[config.mk]
export PLATFORM = sky130hd
export DESIGN_NAME = result_demux
export DESIGN_NICKNAME = d
export VERILOG_FILES = /design/src/rtl/result_demux_pkg.sv /design/src/rtl/result_slot.sv /design/src/rtl/result_demux.sv
export SDC_FILE = /design/constraint.sdc
export NUM_CORES = 1
export LEC_CHECK = 0
export ABC_CLOCK_PERIOD_IN_PS = 1500
export CORE_UTILIZATION = 30
export DETAILED_ROUTE_END_ITERATION = 10
export HOLD_SLACK_MARGIN = 0.1
export PLACE_DENSITY = 0.64
export SKIP_CTS_REPAIR_TIMING = 1
export SLEW_MARGIN = 20
export SYNTH_ARGS = -nofsm -noshare
export SYNTH_HDL_FRONTEND = slang
export SYNTH_SLANG_ARGS = --single-unit
[constraint.sdc]
create_clock -name clk -period 1.5 [get_ports clk]
set_input_delay 0.225 -clock clk [delete_from_list [all_inputs] [get_ports clk]]
set_output_delay 0.225 -clock clk [all_outputs]
set_load 0.01 [all_outputs]
[src/rtl/result_demux_pkg.sv]
// Shared constants for the result demultiplexer: channel count, widths, select codes.
// Latency: n/a (declarations only).
// Backpressure: n/a.
package result_demux_pkg;

  localparam int unsigned RD_NCH    = 5;
  localparam int unsigned RD_SEL_W  = 4;
  localparam int unsigned RD_WIDTH  = 32;
  localparam int unsigned RD_DROP_W = 8;

  // Select encodings that address a real channel; every other code is dropped.
  typedef enum logic [RD_SEL_W-1:0] {
    SEL_CH0 = 4'd0,
    SEL_CH1 = 4'd1,
    SEL_CH2 = 4'd2,
    SEL_CH3 = 4'd3,
    SEL_CH4 = 4'd4
  } sel_e;

  // True when the select code addresses one of the nch implemented channels.
  function automatic logic sel_in_range(input logic [RD_SEL_W-1:0] sel,
                                        input int unsigned nch);
    return (32'(sel) < nch);
  endfunction

endpackage

[src/rtl/result_slot.sv]
// One-entry holding register (valid + data) for a single output channel.
// Latency: load visible one edge later; drain clears valid on the same edge.
// Backpressure: load and drain may coincide (full-rate pass-through); data only changes on load.
module result_slot #(
  parameter int unsigned WIDTH = 32
) (
  input  logic             clk,
  input  logic             rst_n,
  input  logic             i_load,
  input  logic [WIDTH-1:0] i_data,
  input  logic             i_ready,
  output logic             o_valid,
  output logic [WIDTH-1:0] o_data
);

  logic             r_valid;
  logic [WIDTH-1:0] r_data;

  // Load wins over drain so a simultaneous load/drain keeps the slot full with new data.
  always_ff @(posedge clk or negedge rst_n) begin
    if (!rst_n) begin
      r_valid <= 1'b0;
      r_data  <= '0;
    end else if (i_load) begin
      r_valid <= 1'b1;
      r_data  <= i_data;
    end else if (r_valid && i_ready) begin
      r_valid <= 1'b0;
    end
  end

  assign o_valid = r_valid;
  assign o_data  = r_data;

endmodule

[src/rtl/result_demux.sv]
// Routes one input word to one of NCH single-entry output channels by in_sel; bad selects are dropped and counted.
// Latency: 1 cycle from input transfer to out_valid.
// Backpressure: in_ready stalls only while in_sel targets a full, non-draining channel; bad selects are always accepted.
module result_demux
  import result_demux_pkg::*;
#(
  parameter int unsigned WIDTH = RD_WIDTH,
  parameter int unsigned NCH   = RD_NCH
) (
  input  logic                 clk,
  input  logic                 rst_n,
  input  logic                 in_valid,
  output logic                 in_ready,
  input  logic [RD_SEL_W-1:0]  in_sel,
  input  logic [WIDTH-1:0]     in_data,
  output logic [NCH-1:0]       out_valid,
  input  logic [NCH-1:0]       out_ready,
  output logic [WIDTH-1:0]     out_data0,
  output logic [WIDTH-1:0]     out_data1,
  output logic [WIDTH-1:0]     out_data2,
  output logic [WIDTH-1:0]     out_data3,
  output logic [WIDTH-1:0]     out_data4,
  output logic                 bad_sel,
  output logic [RD_DROP_W-1:0] drop_cnt
);

  logic                 w_sel_ok;
  logic                 w_in_ready;
  logic                 w_xfer_in;
  logic                 w_drop;
  logic [NCH-1:0]       w_load;
  logic [WIDTH-1:0]     w_data [RD_NCH];
  logic                 r_bad_sel;
  logic [RD_DROP_W-1:0] r_drop_cnt;

  assign w_sel_ok = sel_in_range(in_sel, NCH);

  // Ready reflects only the addressed channel; out-of-range selects are always sunk.
  always_comb begin
    w_in_ready = 1'b1;
    for (int k = 0; k < int'(NCH); k++) begin
      if (in_sel == k[RD_SEL_W-1:0]) begin
        w_in_ready = !out_valid[k] || out_ready[k];
      end
    end
  end

  assign w_xfer_in = in_valid && w_in_ready;
  assign w_drop    = w_xfer_in && !w_sel_ok;
  assign in_ready  = w_in_ready;

  // One-hot load decode of the accepted word onto its destination slot.
  always_comb begin
    w_load = '0;
    for (int k = 0; k < int'(NCH); k++) begin
      w_load[k] = w_xfer_in && (in_sel == k[RD_SEL_W-1:0]);
    end
  end

  for (genvar k = 0; k < int'(RD_NCH); k++) begin : g_slot
    if (k < int'(NCH)) begin : g_used
      result_slot #(.WIDTH(WIDTH)) u_slot (
        .clk     (clk),
        .rst_n   (rst_n),
        .i_load  (w_load[k]),
        .i_data  (in_data),
        .i_ready (out_ready[k]),
        .o_valid (out_valid[k]),
        .o_data  (w_data[k])
      );
    end else begin : g_unused
      assign w_data[k] = '0;
    end
  end

  assign out_data0 = w_data[0];
  assign out_data1 = w_data[1];
  assign out_data2 = w_data[2];
  assign out_data3 = w_data[3];
  assign out_data4 = w_data[4];

  // Sticky bad-select flag and saturating drop counter for dropped words.
  always_ff @(posedge clk or negedge rst_n) begin
    if (!rst_n) begin
      r_bad_sel  <= 1'b0;
      r_drop_cnt <= '0;
    end else if (w_drop) begin
      r_bad_sel <= 1'b1;
      if (r_drop_cnt != {RD_DROP_W{1'b1}}) begin
        r_drop_cnt <= r_drop_cnt + 1'b1;
      end
    end
  end

  assign bad_sel  = r_bad_sel;
  assign drop_cnt = r_drop_cnt;

endmodule

==> impl_metrics.py, run 1 <==
metrics = {
    "outcome": {
        "status": "finished, violations left",
        "violations": "setup timing",
    },
    "sta": {
        "rsz0062_at_grt": "yes",
        "finalSetupViolCount": 25,
        "tns_ns": -0.6536,
        "hold_viol_final": 0,
        "fin_ws_ns": -0.2783,
        "maxSlewHeadroom_pct": 71.09,
        "clock_skew_ns": 0.01261,
        "fin_crit_sh_pct": 118.6,
        "slew_viol_final": 0,
        "worst_pin_slew_ns": 0.4336,
        "timing.hold.ws_ns": 0.1759,
        "fin_crit_ns": 1.778,
        "max_freq_mhz": 562.3,
    },
    "floorplan": {
        "num_rows": 55,
        "pin_count": 219,
        "die_h_um": 153.4,
        "die_area_um2": 23540,
        "initial_core_util_pct": 30.48,
        "core_area_um2": 22570,
        "die_x_um": 153.4,
    },
    "global_route": {
        "antenna_found_initial": 0,
        "grt.total_usage_pct": 15.67,
        "grt_max_degree": 65,
        "grt.overflow.total": 0,
        "grt_pass1_vias": 4756,
        "grt_first_pass_wirelength_um": 28230,
    },
    "route": {
        "dr.pass1.iters": 4,
        "initialDrtViolationCount": 111,
        "route.detailed.drc": 0,
        "vias": 4681,
        "routed_wl_um": 18690,
        "vias_per_cell": 4.531,
        "wire_per_inst_um": 18.09,
        "ant_nets": 0,
    },
    "worst_setup_path": {
        "worstSetupEndpointType": "primary output",
        "critPathRequiredTime_ns": 1.27,
        "critPathKind": "reg -> out",
        "startpoint_type": "flip-flop",
        "critPathArrivalTime_ns": 1.55,
        "cp_max_fo": 3,
        "rr_startpoint": "g_slot[2].g_used.u_slot.o_valid",
        "rr_worst_depth": 5,
        "critPathLaunch": "g_slot[0].g_used.u_slot.o_valid",
    },
    "synth": {
        "synth_ff_type": "dfrtp_1",
        "syn_area_per_cell_um2": 14.16,
        "synth_top_cells_by_area": "dfrtp_1 (63%), mux2_1 (12%), mux2_4 (6.3%), mux2_2 (5.2%), nand2_1 (4.2%)",
        "yosys_register_bits": 174,
        "synth_area_um2": 6880,
        "ys_types": 35,
        "yosys_warnings": 0,
        "synth_top_area_cell": "dfrtp_1",
        "async_flop_share_pct": 100.0,
        "synth_top_area_share_pct": 63.28,
        "ys_seq_area_share_pct": 63.28,
        "synth_nets": 531,
        "synth_edf_count": 0,
        "netlist_instances": 486,
    },
    "layout": {
        "drive_gt1_share_pct": 20.32,
        "area_delta_synth_final_pct": 57.21,
        "final_util_pct": 47.92,
        "final_area_um2": 10820,
        "fin_nets": 780,
        "antennaDiodeCount": 0,
    },
    "cts": {
        "cts.clk_slew.worst_paths_ns": 0.07,
        "cts_buffers": 17,
        "cts_root_buffer": "clkbuf_16",
        "htree_levels": 4,
        "clk_latency_ns": 0.42,
        "cts_tree": "yes",
        "clockBufferDepth": 2,
        "clock-sinks": 174,
    },
    "placement": {
        "placed_area_um2": 9649,
        "place_hpwl_um": 11820,
        "port-buffer-count": 218,
        "place_congestion": 0.7550,
    },
    "hold_path": {
        "min_path_type": "in -> async",
    },
    "pwr": {
        "p_leak_nw": 6.761,
        "vdd_drop_max_mv": 0.6437,
        "p_per_area_nw_per_um2": 1371,
        "power_mw": 14.83,
    },
    "flow_run": {
        "cap_violations": 0,
    },
}
## where the power goes
group / switching (mW) / internal [mW] / leakage [nW]
Sequential: 0.555 / 5.76 / 2.15
Clock: 2.08 / 2.23 / 0.267
Combinational: 1.72 / 2.49 / 4.34
## kinds of logic (layout without fill, tap and decap cells)
kind of cell / count (synthesis) / count (layout) / synth area share [%]
simple gates: 106 / 106 / 7.238
xor+xnor: 2 / 2 / 0.2546
flops: 174 / 174 / 63.28
mux: 134 / 134 / 23.51
compound gates: 39 / 39 / 2.982
fa+ha+maj: 1 / 1 / 0.1818
buf+inv: 30 / 292 / 2.546
## cell type report
| class | instances | area [µm²] |
|---|---|---|
| clock inverters | 14 | 126.4 |
| multi-input cells | 282 | 2416 |
| well taps | 285 | 356.6 |
| clock buffers | 18 | 439.2 |
| fillers | 2007 | 11760 |
| flip-flops and latches | 174 | 4357 |
| inverters | 2 | 7.507 |
| repair buffers | 258 | 3114 |
## path summary, 6_finish.rpt
check                                                      to  slack (ns)
min reg2reg                                           bad_sel        0.47
max reg2reg                g_slot[2].g_used.u_slot.o_data[30]        0.01
min in group clk              g_slot[1].g_used.u_slot.o_valid        0.36
max                                                  in_ready       -0.28
min                        g_slot[1].g_used.u_slot.o_data[28]        0.18
max in group asynchronous  g_slot[4].g_used.u_slot.o_data[21]        0.72
## stage by stage
stage	setup slack, ns	cells
finish	-0.2783	1033
global route	-0.3494	1033
CTS	-0.7389	1026
detailed placement	-0.6031	994
global placement	-0.6065	994
floorplan	0.01176	486
## layer usage
metal / track usage (%) / wire length, µm / part of all wire, % / vias to the layer above
met5: 0 / 0 / 0 / -
li1: - / - / - / 2186
met3: 5.160 / 1158 / 6.2 / 22
met1: 22.04 / 9096 / 49 / 2328
met4: 5.762 / 317 / 1.7 / 0
met2: 22.33 / 8115 / 43 / 145
## synthesized netlist by cell type (all sizes together), types with 3 or more instances
master / number
nand4: 5
nand2b: 6
mux2: 134
dfrtp: 174
nor2: 3
nand3: 5
clkbuf: 8
o21ai: 34
nand2: 77
buf: 20
## critical path: stages (launching register included)
cell	delay, ns
dfrtp_1	0.39
nand2b_4	0.09
mux2_2	0.28
o22ai_2	0.15
a21oi_1	0.10
clkbuf_2	0.13
## layout by cell type, fill, tap and decap left out, types with 2 or more instances in the layout
cell | Yosys | final
o21ai_1 | 28 | 28
mux2_4 | 29 | 29
clkbuf_2 | 0 | 2
nand2_1 | 77 | 77
clkbuf_16 | 0 | 20
mux2_1 | 73 | 73
inv_8 | 0 | 2
clkinvlp_4 | 0 | 4
mux2_2 | 32 | 32
inv_1 | 2 | 2
nand4_1 | 5 | 5
a21oi_1 | 2 | 2
dfrtp_2 | 0 | 2
clkdlybuf4s50_1 | 0 | 39
nand3_2 | 1 | 2
o21ai_0 | 5 | 5
dfrtp_1 | 174 | 172
dlymetal6s2s_1 | 0 | 176
nand2b_1 | 6 | 5
and3_1 | 2 | 2
inv_6 | 0 | 5
buf_4 | 8 | 24
nand3_1 | 4 | 2
buf_12 | 0 | 11
## sequential cells by signal (all words and copies together), names as in the netlist
signal / cells
bad_sel: 1
drop_cnt: 8
g_slot.g_used.u_slot.o_data: 160
g_slot.g_used.u_slot.o_valid: 5
(Power assumes the default switching activity.)
==> inputs of run 2 (changes only) <==
Settings changed: TNS_END_PERCENT from default to 50.
==> run 2 against run 1 <==
The flow still finishes with violations (setup timing). Power barely moved. Via count fell by 0.19%. Hold slack about the same. Sequential power about the same. Global-route usage unchanged. Core utilization about the same. Clock-buffer cell count unchanged. Largest cell class unchanged.
==> impl_metrics.py, run 2 (same netlist as run 1, synthesis figures left out) <==
metrics = {
    "placement": {
        "place_hpwl_um": 11820,
        "port-buffer-count": 218,
        "place_congestion": 0.7550,
        "placed_area_um2": 9649,
    },
    "flow_run": {
        "cap_violations": 0,
    },
    "outcome": {
        "violations": "setup timing",
        "status": "finished, violations left",
    },
    "cts": {
        "cts_tree": "yes",
        "htree_levels": 4,
        "clk_latency_ns": 0.42,
        "clockBufferDepth": 2,
        "cts_root_buffer": "clkbuf_16",
        "cts_buffers": 17,
        "clock-sinks": 174,
        "cts.clk_slew.worst_paths_ns": 0.07,
    },
    "sta": {
        "maxSlewHeadroom_pct": 70.92,
        "worst_pin_slew_ns": 0.4361,
        "fin_crit_sh_pct": 119.3,
        "hold_viol_final": 0,
        "finalSetupViolCount": 30,
        "slew_viol_final": 0,
        "timing.hold.ws_ns": 0.1759,
        "fin_ws_ns": -0.2896,
        "fin_crit_ns": 1.790,
        "rsz0062_at_grt": "yes",
        "clock_skew_ns": 0.01266,
        "max_freq_mhz": 558.8,
    },
    "layout": {
        "area_delta_synth_final_pct": 57.06,
        "final_util_pct": 47.88,
        "antennaDiodeCount": 0,
        "drive_gt1_share_pct": 20.21,
        "n_fill_cell": 2008,
        "largest_reg_flops": 160,
        "final_cell_mix": "dlymetal6s2s_1 (175), dfrtp_1 (172), nand2_1 (77)",
        "fin_nets": 779,
        "final_area_um2": 10810,
        "layout_commonest_cell": "dlymetal6s2s_1",
    },
    "floorplan": {
        "initial_core_util_pct": 30.48,
        "num_rows": 55,
        "die_area_um2": 23540,
        "die_x_um": 153.4,
        "pin_count": 219,
        "core_area_um2": 22570,
        "die_h_um": 153.4,
    },
    "pwr": {
        "p_leak_nw": 6.738,
        "vdd_drop_max_mv": 0.6437,
        "p_per_area_nw_per_um2": 1373,
    },
    "global_route": {
        "grt_pass1_vias": 4756,
        "grt.overflow.total": 0,
        "antenna_found_initial": 0,
        "grt_max_degree": 65,
        "grt_first_pass_wirelength_um": 28230,
        "grt.total_usage_pct": 15.67,
    },
    "route": {
        "routed_wl_um": 18720,
        "route.detailed.drc": 0,
        "vias": 4672,
        "dr.pass1.iters": 4,
        "wire_per_inst_um": 18.14,
        "vias_per_cell": 4.527,
        "ant_nets": 0,
        "initialDrtViolationCount": 103,
    },
    "worst_setup_path": {
        "startpoint_type": "flip-flop",
        "critPathRequiredTime_ns": 1.27,
        "worstSetupEndpointType": "primary output",
        "critPathArrivalTime_ns": 1.56,
        "critPathKind": "reg -> out",
        "cp_max_fo": 3,
    },
    "hold_path": {
        "min_path_type": "in -> async",
    },
}
==> run 2: critical path, stage by stage (launching register included) <==
cell and delay [ns]:
dfrtp_1 0.39, nand2b_4 0.09, mux2_2 0.28, o22ai_2 0.15, a21oi_1 0.10, clkbuf_2 0.14
==> run 2: power breakdown <==
part	switching, mW	internal (mW)
clock network	2.08	2.23
logic	1.72	2.48
registers	0.554	5.76
==> run 2: final timing paths <==
check                      depth (start not counted)                            endpoint                             from  slack [ns]
min in group clk                                   5     g_slot[1].g_used.u_slot.o_valid                        in_sel[1]        0.37
setup / recovery                                   5                            in_ready  g_slot[0].g_used.u_slot.o_valid       -0.29
hold reg to reg                                    1                             bad_sel                          bad_sel        0.47
hold / removal                                     2  g_slot[1].g_used.u_slot.o_data[28]                            rst_n        0.18
max in group asynchronous                          3  g_slot[3].g_used.u_slot.o_data[19]                            rst_n        0.72
setup reg to reg                                   5  g_slot[2].g_used.u_slot.o_data[27]  g_slot[2].g_used.u_slot.o_valid       -0.01
==> run 2: per-layer routing <==
layer,vias to the layer above,GRT usage [%],wire (µm)
met1,2321,22.04,9151
li1,2180,-,-
met4,0,5.762,317
met5,-,0,0
met3,22,5.160,1163
met2,149,22.33,8083
==> run 2: stage by stage <==
step,instances,setup TNS [ns],power (mW),setup slack (ns)
floorplan,486,0,8.005,0.01176
global placement,994,-80.54,10.87,-0.6065
detailed placement,994,-82.04,10.93,-0.6031
CTS,1026,-21.48,15.32,-0.7389
global route,1032,-3.600,15.61,-0.3494
finish,1032,-0.7404,14.83,-0.2896
==> run 2: layout make-up <==
type	count	area, µm²	area share, %
Tap cell	285	356.6	3.300
Sequential cell	174	4357	40.31
Timing Repair Buffer	257	3104	28.73
Multi-Input combinational cell	282	2416	22.36
Inverter	2	7.507	0.06947
Clock inverter	14	126.4	1.169
Clock buffer	18	439.2	4.064
